===== config.mk =====
export PLATFORM = sky130hd
export DESIGN_NAME = stack_unit
export DESIGN_NICKNAME = d
export VERILOG_FILES = /design/src/rtl/proc_pkg.sv /design/src/rtl/stack_ram.sv /design/src/rtl/stack_unit.sv
export SDC_FILE = /design/constraint.sdc
export NUM_CORES = 1
export LEC_CHECK = 0
export CAP_MARGIN = 5
export CORE_MARGIN = 10
export CORE_UTILIZATION = 65
export CTS_CLUSTER_SIZE = 24
export DETAILED_ROUTE_END_ITERATION = 10
export PLACE_DENSITY = 0.89
export SLEW_MARGIN = 10
export SYNTH_ARGS = -nofsm -noshare
export SYNTH_HDL_FRONTEND = slang
export SYNTH_HIERARCHICAL = 1
export SYNTH_SLANG_ARGS = --single-unit

===== constraint.sdc =====
create_clock -name clk -period 12.2 [get_ports clk]
set_input_delay 1.22 -clock clk [delete_from_list [all_inputs] [get_ports clk]]
set_output_delay 1.22 -clock clk [all_outputs]
set_load 0.03 [all_outputs]

===== src/rtl/proc_pkg.sv =====
// Shared processor definitions: stack instruction prefix and stack sub-op encoding.
package proc_pkg;

   localparam logic [6:0] STACK_PREFIX = 7'b1111110;

   typedef enum logic [1:0] {
      STK_PUSH  = 2'b00,
      STK_POP   = 2'b01,
      STK_PEEK  = 2'b10,
      STK_CLEAR = 2'b11
   } stack_op_t;

endpackage


===== src/rtl/stack_ram.sv =====
// Operand stack storage: one synchronous write port, one asynchronous read port, no reset.
module stack_ram #(
   parameter int D_WIDTH = 34,
   parameter int DEPTH   = 16,
   parameter int A_WIDTH = $clog2(DEPTH)
) (
   input  logic               clk,
   input  logic               we_i,
   input  logic [A_WIDTH-1:0] waddr_i,
   input  logic [D_WIDTH-1:0] wdata_i,
   input  logic [A_WIDTH-1:0] raddr_i,
   output logic [D_WIDTH-1:0] rdata_o
);

   logic [D_WIDTH-1:0] mem_q [DEPTH];

   always_ff @(posedge clk) begin
      if (we_i) mem_q[waddr_i] <= wdata_i;
   end

   assign rdata_o = mem_q[raddr_i];

endmodule


===== src/rtl/stack_unit.sv =====
// Hardware operand stack: decodes stack instructions, keeps SP and sticky error flags,
// and presents top-of-stack combinationally so writeback can take it in the issue cycle.
module stack_unit
   import proc_pkg::*;
#(
   parameter int D_WIDTH = 34,
   parameter int I_WIDTH = 17,
   parameter int DEPTH   = 16,
   parameter int P_WIDTH = $clog2(DEPTH) + 1
) (
   input  logic               clk,
   input  logic               rst,
   input  logic               valid_i,
   input  logic [I_WIDTH-1:0] instruction_full_i,
   input  logic [D_WIDTH-1:0] rs_i,
   output logic [D_WIDTH-1:0] stack_data_o,
   output logic [P_WIDTH-1:0] count_o,
   output logic               empty_o,
   output logic               full_o,
   output logic               overflow_o,
   output logic               underflow_o
);

   localparam int A_WIDTH = P_WIDTH - 1;

   logic [P_WIDTH-1:0] sp_q, sp_d, sp_m1;
   logic               ovf_q, ovf_d;
   logic               unf_q, unf_d;
   logic               is_stk, empty, full, ram_we;
   stack_op_t          op;
   logic [D_WIDTH-1:0] ram_rdata;
   logic               unused_instr;

   assign unused_instr = ^instruction_full_i[7:0];

   assign is_stk = valid_i && (instruction_full_i[16:10] == STACK_PREFIX);
   assign op     = stack_op_t'(instruction_full_i[9:8]);
   assign empty  = (sp_q == '0);
   assign full   = (sp_q == P_WIDTH'(DEPTH));
   assign sp_m1  = sp_q - P_WIDTH'(1);

   always_comb begin
      sp_d   = sp_q;
      ovf_d  = ovf_q;
      unf_d  = unf_q;
      ram_we = 1'b0;
      if (is_stk) begin
         case (op)
            STK_PUSH: begin
               if (full) ovf_d = 1'b1;
               else begin
                  ram_we = ~rst;   // reset wins over a same-cycle push
                  sp_d   = sp_q + P_WIDTH'(1);
               end
            end
            STK_POP: begin
               if (empty) unf_d = 1'b1;
               else       sp_d  = sp_m1;
            end
            STK_PEEK: begin
               if (empty) unf_d = 1'b1;
            end
            STK_CLEAR: begin
               sp_d  = '0;
               ovf_d = 1'b0;
               unf_d = 1'b0;
            end
            default: ;
         endcase
      end
   end

   always_ff @(posedge clk) begin
      if (rst) begin
         sp_q  <= '0;
         ovf_q <= 1'b0;
         unf_q <= 1'b0;
      end else begin
         sp_q  <= sp_d;
         ovf_q <= ovf_d;
         unf_q <= unf_d;
      end
   end

   // Index with the low SP bits only; full blocks writes, so sp==DEPTH never addresses storage.
   stack_ram #(
      .D_WIDTH(D_WIDTH),
      .DEPTH  (DEPTH),
      .A_WIDTH(A_WIDTH)
   ) u_ram (
      .clk    (clk),
      .we_i   (ram_we),
      .waddr_i(sp_q[A_WIDTH-1:0]),
      .wdata_i(rs_i),
      .raddr_i(sp_m1[A_WIDTH-1:0]),
      .rdata_o(ram_rdata)
   );

   assign stack_data_o = empty ? '0 : ram_rdata;
   assign count_o      = sp_q;
   assign empty_o      = empty;
   assign full_o       = full;
   assign overflow_o   = ovf_q;
   assign underflow_o  = unf_q;

endmodule

=== Word level (Yosys, flattened, before mapping) ===
Memories as Yosys holds them, arrays and structs flattened.
Cells that the tools add are included.
W data, S select, Z words.

* Latch bits: 0
* Word-level logic and storage cells: 39
* Flip-flop bits (word level): 7
* Output and inout bits: 43
* Bits of input ports: 54
* ROM bits: 0
* Memory bits (writable): 544
* Memories kept: 1

* Divide/modulo/power cells: 0
* Add/sub/neg operators: 2
* Reduce and logical (&&, ||, !) cells: 10
* Eq/ne operators: 9
* Order comparisons: 0
* Bitwise operators: 1
* Shift-type cells: 0
* Muxes and demuxes: 13
* Multiply operators: 0

{| class="wikitable"
|+ Memory list
! memory !! depth !! width !! read ports !! clocked after Yosys merged registers in !! write ports !! line !! source
|-
| u_ram.mem_q || 16 || 34 || 1 || 0 || 1 || stack_ram.sv:15 || <nowiki>logic [D_WIDTH-1:0] mem_q [DEPTH];</nowiki>
|}

{| class="wikitable"
|+ Operators with widths
! operator !! number
|-
| $mux W34 || 1
|-
| $pmux W5 S3 || 1
|-
| $mux W5 || 2
|-
| $eq A7 B7 Y1 const B || 1
|-
| $mux W1 || 7
|-
| $ne A2 B2 Y1 const B || 3
|-
| $reduce_and A3 Y1 || 2
|-
| $add A5 B1 Y5 const B || 1
|-
| $eq A5 B5 Y1 const B || 1
|-
| $logic_not A5 Y1 || 1
|-
| $sub A5 B1 Y5 const B || 1
|-
| $eq A2 B2 Y1 const B || 2
|-
| $pmux W1 S2 || 2
|-
| $reduce_and A4 Y1 || 1
|-
| $reduce_bool A2 Y1 || 2
|-
| $reduce_bool A3 Y1 || 1
|-
| $eq A2 B1 Y1 const B || 1
|-
| $logic_not A2 Y1 || 1
|-
| $ne A2 B1 Y1 const B || 1
|-
| $reduce_or A2 Y1 || 1
|-
| $logic_and A1 B1 Y1 || 1
|-
| $not A1 Y1 || 1
|}

=== Longest topological paths before layout ===
Gate-level depths: netlist (run 1).

* Word-level depth: 6
* Gate-level depth with buffers: 10
* Depth with buffers taken out: 7

=== Modules after synthesis ===
The synthesis (run 1) kept the hierarchy.

{| class="wikitable"
|+ Modules (own cells, without submodules)
! module !! seq. area each (um^2) !! area each (um^2) !! instances !! cells an instance
|-
| stack_ram || 16335.7 || 20395.8 || 1 || 854
|-
| stack_unit || 140.1 || 913.4 || 1 || 117
|}

=== Worst setup path before layout (run 1) ===
No wires, ideal clock.

* Path type: input port to flip-flop
* Start point: in instruction_full_i[9]
* End point: mem u_ram.mem_q[0][0], enable pin
* Arrival: 4.801 ns
* Path slack: 6.931 ns
* Stages: 6
* Buffers on the path: 0
* Library setup time: 0.467 ns
* Data required time: 11.733 ns
* Cell sequence: inv_1 ha_1 nor2b_1 nor3b_1 or3b_2 nor3_1

* Word-level cells in the longest chain between the ends: 5

{| class="wikitable"
|+ Ends and longest elaborated chain
! element !! line !! source
|-
| start, declared || stack_unit.sv:14 || <nowiki>input logic [I_WIDTH-1:0] instruction_full_i,</nowiki>
|-
| $logic_not A2 Y1 || stack_unit.sv:48 || <nowiki>case (op)</nowiki>
|-
| $mux W1 || stack_unit.sv:48 ||
|-
| $mux W1 || stack_unit.sv:47 || <nowiki>if (is_stk) begin</nowiki>
|-
| net ram_we || stack_unit.sv:29 || <nowiki>logic is_stk, empty, full, ram_we;</nowiki>
|-
| $mux W1 || stack_ram.sv:18 || <nowiki>if (we_i) mem_q[waddr_i] <= wdata_i;</nowiki>
|-
| $mux W1 (implied by the code) || stack_ram.sv:18 ||
|-
| end, declared || stack_ram.sv:15 ||
|}

The timed path passes the listed nets, and every way through them passes these cells.

=== Final worst setup path (run 1) ===
* Start point: reg sp_q[0], in the netlist count_o[0]
* End point: out stack_data_o[17]

* Word-level cells in the longest chain between the ends: 3
* Elaborated cells on any way between the ends: 4
* Classes of those cells: add/sub (1); mux (1); reduce/logical (1); memory (1)

{| class="wikitable"
|+ Ends and longest elaborated chain
! element !! line !! source
|-
| start, declared || stack_unit.sv:26 || <nowiki>logic [P_WIDTH-1:0] sp_q, sp_d, sp_m1;</nowiki>
|-
| start signal, assigned || stack_unit.sv:79 || <nowiki>sp_q <= sp_d;</nowiki>
|-
| $sub A5 B1 Y5 || stack_unit.sv:40 || <nowiki>assign sp_m1 = sp_q - P_WIDTH'(1);</nowiki>
|-
| net sp_m1[0] || stack_unit.sv:26 ||
|-
| $mem_v2 Z16 W34 || - ||
|-
| net ram_rdata[17] || stack_unit.sv:31 || <nowiki>logic [D_WIDTH-1:0] ram_rdata;</nowiki>
|-
| $mux W34 || stack_unit.sv:99 || <nowiki>assign stack_data_o = empty ? '0 : ram_rdata;</nowiki>
|-
| end, declared || stack_unit.sv:16 || <nowiki>output logic [D_WIDTH-1:0] stack_data_o,</nowiki>
|}

The timed path passes the listed nets, and every way through them passes these cells.

==> results of run 1 <==
==> worst paths after layout <==
path                                  from                  to  slack, ns  cells past startpoint
worst min-delay path            overflow_o          overflow_o       0.52                      2
worst max register to register  count_o[0]  u_ram/mem_q[13][6]       7.56                      8
worst min register to register  overflow_o          overflow_o       0.52                      2
worst max-delay path            count_o[0]    stack_data_o[17]       5.16                     10
==> worst reg2reg max path, stage by stage (launching register included) <==
cell	delay (ns)
dfxtp_1	0.79
inv_8	0.45
ha_1	0.47
and4bb_2	0.29
nor2b_1	0.14
nor3b_1	0.46
nand3_1	0.41
nor2_4	0.77
buf_4	0.51
==> area by class of cell <==
| cell class | instances | share of cell area, % |
|---|---|---|
| clock inverters | 37 | 1.87 |
| clock buffers | 61 | 5.67 |
| multi-input cells | 360 | 19.0 |
| repair buffers | 113 | 4.33 |
| inverters | 8 | 0.162 |
| well taps | 442 | 2.24 |
| flip-flops and latches | 551 | 66.8 |
==> power breakdown <==
group	total, uW	switching [uW]	internal (uW)
combinational	51.8	33.0	18.8
sequential	2080	0.141	2080
clock	1730	695	1040
total	3860	728	3130
==> synth_stat cells, drive strengths merged, types with 5 or more instances <==
master	number
edfxtp	544
mux4	136
a22oi	68
nand2	41
nor2b	39
clkbuf	27
buf	25
nor2	16
inv	8
a21oi	7
dfxtp	7
ha	6
nor3	5
==> flip-flops by register name (all words and copies together), names as in the netlist <==
name and flops:
count_o 5, overflow_o 1, u_ram/mem_q 544, underflow_o 1
==> routing by layer <==
layer | vias to the layer above | wire length (um) | global-route usage [%] | share of wire, %
li1 | 4321 | - | - | -
met1 | 5581 | 18500 | 33.1 | 37
met2 | 641 | 25900 | 41.6 | 52
met3 | 108 | 4250 | 4.15 | 8.5
met4 | 0 | 1330 | 8.03 | 2.7
met5 | - | 0 | 0 | 0
==> through the flow <==
step,hold WS [ns],instances,util [%]
2_1_floorplan,0.618,971,-
3_3_place_gp,0.487,1474,70.3
3_5_place_dp,0.516,1474,70.3
4_1_cts,0.522,1572,76.0
5_1_grt,0.556,1572,76.0
6_report,0.519,1572,76.0
==> cell families after synthesis <==
group	synth area share, %
AO/OA/AOI/OAI	3.38
multiplexers	14.5
AND/OR/NAND/NOR	3.01
XOR/XNOR	0.0822
buffers and inverters	1.37
adder cells (fa/ha/maj)	0.352
flip-flops	77.3
==> results.sh, run 1 <==
export IMPL_hold_path_class="flip-flop to flip-flop"
export IMPL_detail_route_antenna_nets=0
export IMPL_p_leak_uw=0.00799
export IMPL_layout_setup_ws_ns=5.16
export IMPL_drt_first_iter_violations=1311
export IMPL_worst_path_buf_inv=5
export IMPL_postCtsSetupBuffers=0
export IMPL_worst_slew_pin_slew_ns=1.11
export IMPL_post_drt_wl_per_cell_um=31.8
export IMPL_pwr_density_cell_mw_per_mm2=157
export IMPL_peakVddDrop_v=0.000144
export IMPL_crit_path_top_delay_cell="buf_4"
export IMPL_synth_seq_area_share_pct=77.3
export IMPL_die_area_mm2=0.0404
export IMPL_hpwlAfterDp_um=24300
export IMPL_postCtsResizedCells=0
export IMPL_grt_max_degree=93
export IMPL_multiInputGateArea_mm2=0.00468
export IMPL_period_share_pct=57.7
export IMPL_ys_flop_type="edfxtp_1"
export IMPL_pre_cts_ws_ns=5.73
export IMPL_grtUsageTotal_pct=24.9
export IMPL_num_antenna_cells=0
export IMPL_cts_tree="built"
export IMPL_portBuffers=88
export IMPL_synth_cell_types=44
export IMPL_slew_headroom_pct=26.0
export IMPL_drv_slew=0
export IMPL_cp_top_family="buffers and inverters"
export IMPL_clock_latency_ns=0.57
export IMPL_syn_nets=1031
export IMPL_tns_ns=0
export IMPL_finalSetupViolCount=0
export IMPL_final_common_cell="edfxtp_1"
export IMPL_drc_errors=0
export IMPL_rsz0062_at_grt="no"
export IMPL_fin_area_mm2=0.0247
export IMPL_start_util_pct=65.7
export IMPL_htreeDepth=2
export IMPL_grt_pass1_wl_um=74400
export IMPL_clock_path_buffers=3
export IMPL_worstSetupPathType="flip-flop to primary output"
export IMPL_nNetsFinal=1147
export IMPL_ys_seq_elements=551
export IMPL_synth_top_cell_by_area="edfxtp_1"
export IMPL_synth_cell_area_mm2=0.0213
export IMPL_area_delta_synth_final_pct=15.8
export IMPL_worst_ep_required_time_ns=10.98
export IMPL_async_reset_ff_share_pct=0
export IMPL_cts_root_buf="clkbuf_16"
export IMPL_ff_latch_area_mm2=0.0165
export IMPL_antenna_found_initial=1
export IMPL_hold_violations=0
export IMPL_cts_sinks=551
export IMPL_first_pass_iters=5
export IMPL_routed_wl_um=50000
export IMPL_avgSynthCellArea_um2=21.9
export IMPL_grt_overflow=0
export IMPL_place_congestion=0.758
export IMPL_cts_buffers=53
export IMPL_max_stage_delay_ns=0.87
export IMPL_finalCriticalPeriod_ns=7.04
export IMPL_n_fill_cell=1606
export IMPL_clk_pin_slew_worst_paths_ns=0.06
export IMPL_clock_skew_ns=0.0179
export IMPL_synthTopCellsByArea="edfxtp_1, mux4_2, a22oi_1, nor2b_1, nand2_1"
export IMPL_die_w_um=201
export IMPL_power_uw=3860
export IMPL_maxCapViolCount=0
export IMPL_ys_warn_count=6
export IMPL_core_mm2=0.0325
export IMPL_ctsHoldBuffers=0
export IMPL_post_synth_top_area_fraction_pct=76.7
export IMPL_crit_fanout=92
export IMPL_ioPinCount=97
export IMPL_route_detailed_vias_per_inst=6.78
export IMPL_fp_row_count=66
export IMPL_status="finished clean"
export IMPL_netlist_instances=971
export IMPL_crit_top_cell="buf_4"
export IMPL_synth_edf_count=544
export IMPL_arrival_ns=5.82
export IMPL_chipHeight_um=201
export IMPL_max_freq_ghz=0.142
export IMPL_cp_cell_sequence="inv_8, ha_1, inv_4, buf_4, buf_4, mux4_2, a22oi_1, nand2_1, nor2b_1, clkdlybuf4s50_1"
export IMPL_layout_common_cells="edfxtp_1, mux4_2, clkdlybuf4s50_1, a22oi_1, clkbuf_16"
export IMPL_endpoint_kind="primary output"
export IMPL_place_area_mm2=0.0228
export IMPL_vias=10700
export IMPL_setup_worst_path_start_class="flip-flop"
export IMPL_grt_pass1_vias=11100
export IMPL_layout_drive_gt1_share_pct=24.4
Note: power is estimated with default switching activity, not from simulation.
==> run 2, diff against run 1 <==
CORE_UTILIZATION = 54   (was 65)
PLACE_DENSITY = 0.79   (was 0.89)
clock period = 5.73 ns   (was 12.2 ns; I/O delays follow)
==> run 2 against run 1 <==
Compared with the run above:
- total power grew 98%
- final area shrank 0.38%
- global-route usage shrank 5.6 points
- critical endpoint is now stack_data_o[2]
- largest cell class unchanged
==> results.sh, run 2 (synthesis results as in run 1) <==
export IMPL_status="finished clean"
export IMPL_endpoint_kind="primary output"
export IMPL_pwr_density_cell_mw_per_mm2=312
export IMPL_finalCriticalPeriod_ns=5.18
export IMPL_power_frac_clock_pct=40.8
export IMPL_antenna_found_initial=3
export IMPL_post_drt_wl_per_cell_um=27.7
export IMPL_p_sw_share_pct=19.5
export IMPL_clock_latency_ns=0.59
export IMPL_drt_first_iter_violations=966
export IMPL_cts_sinks=551
export IMPL_rsz0062_at_grt="no"
export IMPL_routed_wl_um=45800
export IMPL_layout_setup_ws_ns=0.548
export IMPL_use_met1_pct=26.0
export IMPL_die_w_um=219
export IMPL_area_delta_synth_final_pct=15.3
export IMPL_drv_slew=0
export IMPL_first_pass_iters=5
export IMPL_largest_reg_flops=544
export IMPL_clock_path_buffers=3
export IMPL_die_area_mm2=0.0478
export IMPL_arrival_ns=4.61
export IMPL_slew_headroom_pct=35.6
export IMPL_cts_root_buf="clkbuf_16"
export IMPL_cp_top_family="buffers and inverters"
export IMPL_cp_depth=9
export IMPL_grt_overflow=0
export IMPL_crit_fanout=33
export IMPL_setup_worst_path_start_class="flip-flop"
export IMPL_final_common_cell="edfxtp_1"
export IMPL_layout_common_cells="edfxtp_1, mux4_2, clkdlybuf4s50_1, a22oi_1, clkbuf_16"
export IMPL_max_freq_ghz=0.193
export IMPL_worst_ep_required_time_ns=5.16
export IMPL_comb_power_share_pct=1.4
export IMPL_worst_slew_pin_slew_ns=0.966
export IMPL_cp_cell_sequence="inv_8, ha_1, xor2_1, and2_2, buf_4, a22oi_1, nand2_1, nor2b_1, clkdlybuf4s50_1"
export IMPL_peakVddDrop_v=0.000265
export IMPL_clock_skew_ns=0.0200
export IMPL_postCtsResizedCells=0
export IMPL_ctsHoldBuffers=0
export IMPL_max_stage_delay_ns=0.78
export IMPL_core_mm2=0.0388
export IMPL_grtUsageTotal_pct=19.3
export IMPL_hold_violations=0
export IMPL_grt_busiest_layer="met2"
export IMPL_htreeDepth=2
export IMPL_layout_drive_gt1_share_pct=23.7
export IMPL_grt_max_degree=109
export IMPL_hold_path_class="flip-flop to flip-flop"
export IMPL_nNetsFinal=1153
export IMPL_top_register="u_ram/mem_q"
export IMPL_worstSetupPathType="flip-flop to primary output"
export IMPL_grtUsageMet3_pct=4.13
export IMPL_clk_pin_slew_worst_paths_ns=0.06
export IMPL_finalSetupViolCount=0
export IMPL_chipHeight_um=219
export IMPL_worst_path_buf_inv=3
export IMPL_period_share_pct=90.4
export IMPL_drc_errors=0
export IMPL_p_leak_uw=0.00790
export IMPL_seqPwrFrac_pct=57.8
export IMPL_start_util_pct=54.9
export IMPL_portBuffers=88
export IMPL_fp_row_count=72
export IMPL_whs_ns=0.515
export IMPL_tns_ns=0
export IMPL_pre_cts_ws_ns=1.12
export IMPL_hpwlAfterDp_um=24900
export IMPL_place_congestion=0.725
export IMPL_cts_buffers=52
export IMPL_cts_tree="built"
export IMPL_power_uw=7660
export IMPL_grt_pass1_vias=10800
export IMPL_route_detailed_vias_per_inst=6.23
export IMPL_maxCapViolCount=0
export IMPL_postCtsSetupBuffers=0
export IMPL_intPower_uw=6170
export IMPL_use_met2_pct=31.3
export IMPL_detail_route_antenna_nets=0
export IMPL_grt_pass1_wl_um=69300
export IMPL_switchingPower_uw=1490
export IMPL_ioPinCount=97
export IMPL_worstHoldPathCells=2
export IMPL_vias=10300
export IMPL_worstRegToRegCells=8
export IMPL_crit_path_top_delay_cell="dfxtp_1"
-- run 2: changes by cell type in the layout (fill, tap and decap cells not counted), moves of 3 or more --
| cell | change |
|---|---|
| bufinv_16 | -10 |
| clkbuf_1 | +9 |
| buf_12 | +6 |
| inv_6 | -3 |
-- run 2: stage by stage --
step	cells	utilization (%)	cell area (um^2)
global route	1649	63.3	24600
CTS	1649	63.3	24600
floorplan	971	-	21300
finish	1650	63.3	24600
detailed placement	1557	59.3	23000
global placement	1557	59.3	23000
-- run 2: final timing paths --
path	startpoint	end	slack (ns)
worst max register to register	count_o[0]	u_ram/mem_q[9][23]	1.57
worst min-delay path	overflow_o	overflow_o	0.52
worst min register to register	overflow_o	overflow_o	0.52
worst max-delay path	count_o[0]	stack_data_o[2]	0.55
-- run 2: area by class of cell --
| type | instances | area (um^2) |
|---|---|---|
| well taps | 518 | 648 |
| flip-flops and latches | 551 | 16500 |
| clock buffers | 68 | 1380 |
| inverters | 8 | 40.0 |
| multi-input cells | 360 | 4680 |
| repair buffers | 120 | 1200 |
| diodes | 1 | 2.50 |
| clock inverters | 24 | 158 |
| fillers | 2517 | 14200 |
-- run 2: routing by layer --
metal,up-vias,part of all wire [%]
li1,4340,-
met1,5433,40
met2,424,50
met3,85,7.8
met4,4,2.4
met5,-,0.059
-- run 2: worst register-to-register path: cells and delay by family, from the launching register on --
| family | cells | cell delay [ns] |
|---|---|---|
| fa+ha+maj | 1 | 0.34 |
| flops | 1 | 0.78 |
| simple gates | 5 | 1.98 |
| buf+inv | 2 | 0.73 |
-- run 2: power groups by stage --
stage / Combinational, uW / Clock, uW / Sequential [uW]
after floorplan: 24.9 / 0 / 4510
after global placement: 104 / 0 / 4510
after detailed placement: 111 / 0 / 4510
after CTS: 112 / 3180 / 4430
after global routing: 122 / 3320 / 4420
final: 111 / 3120 / 4430
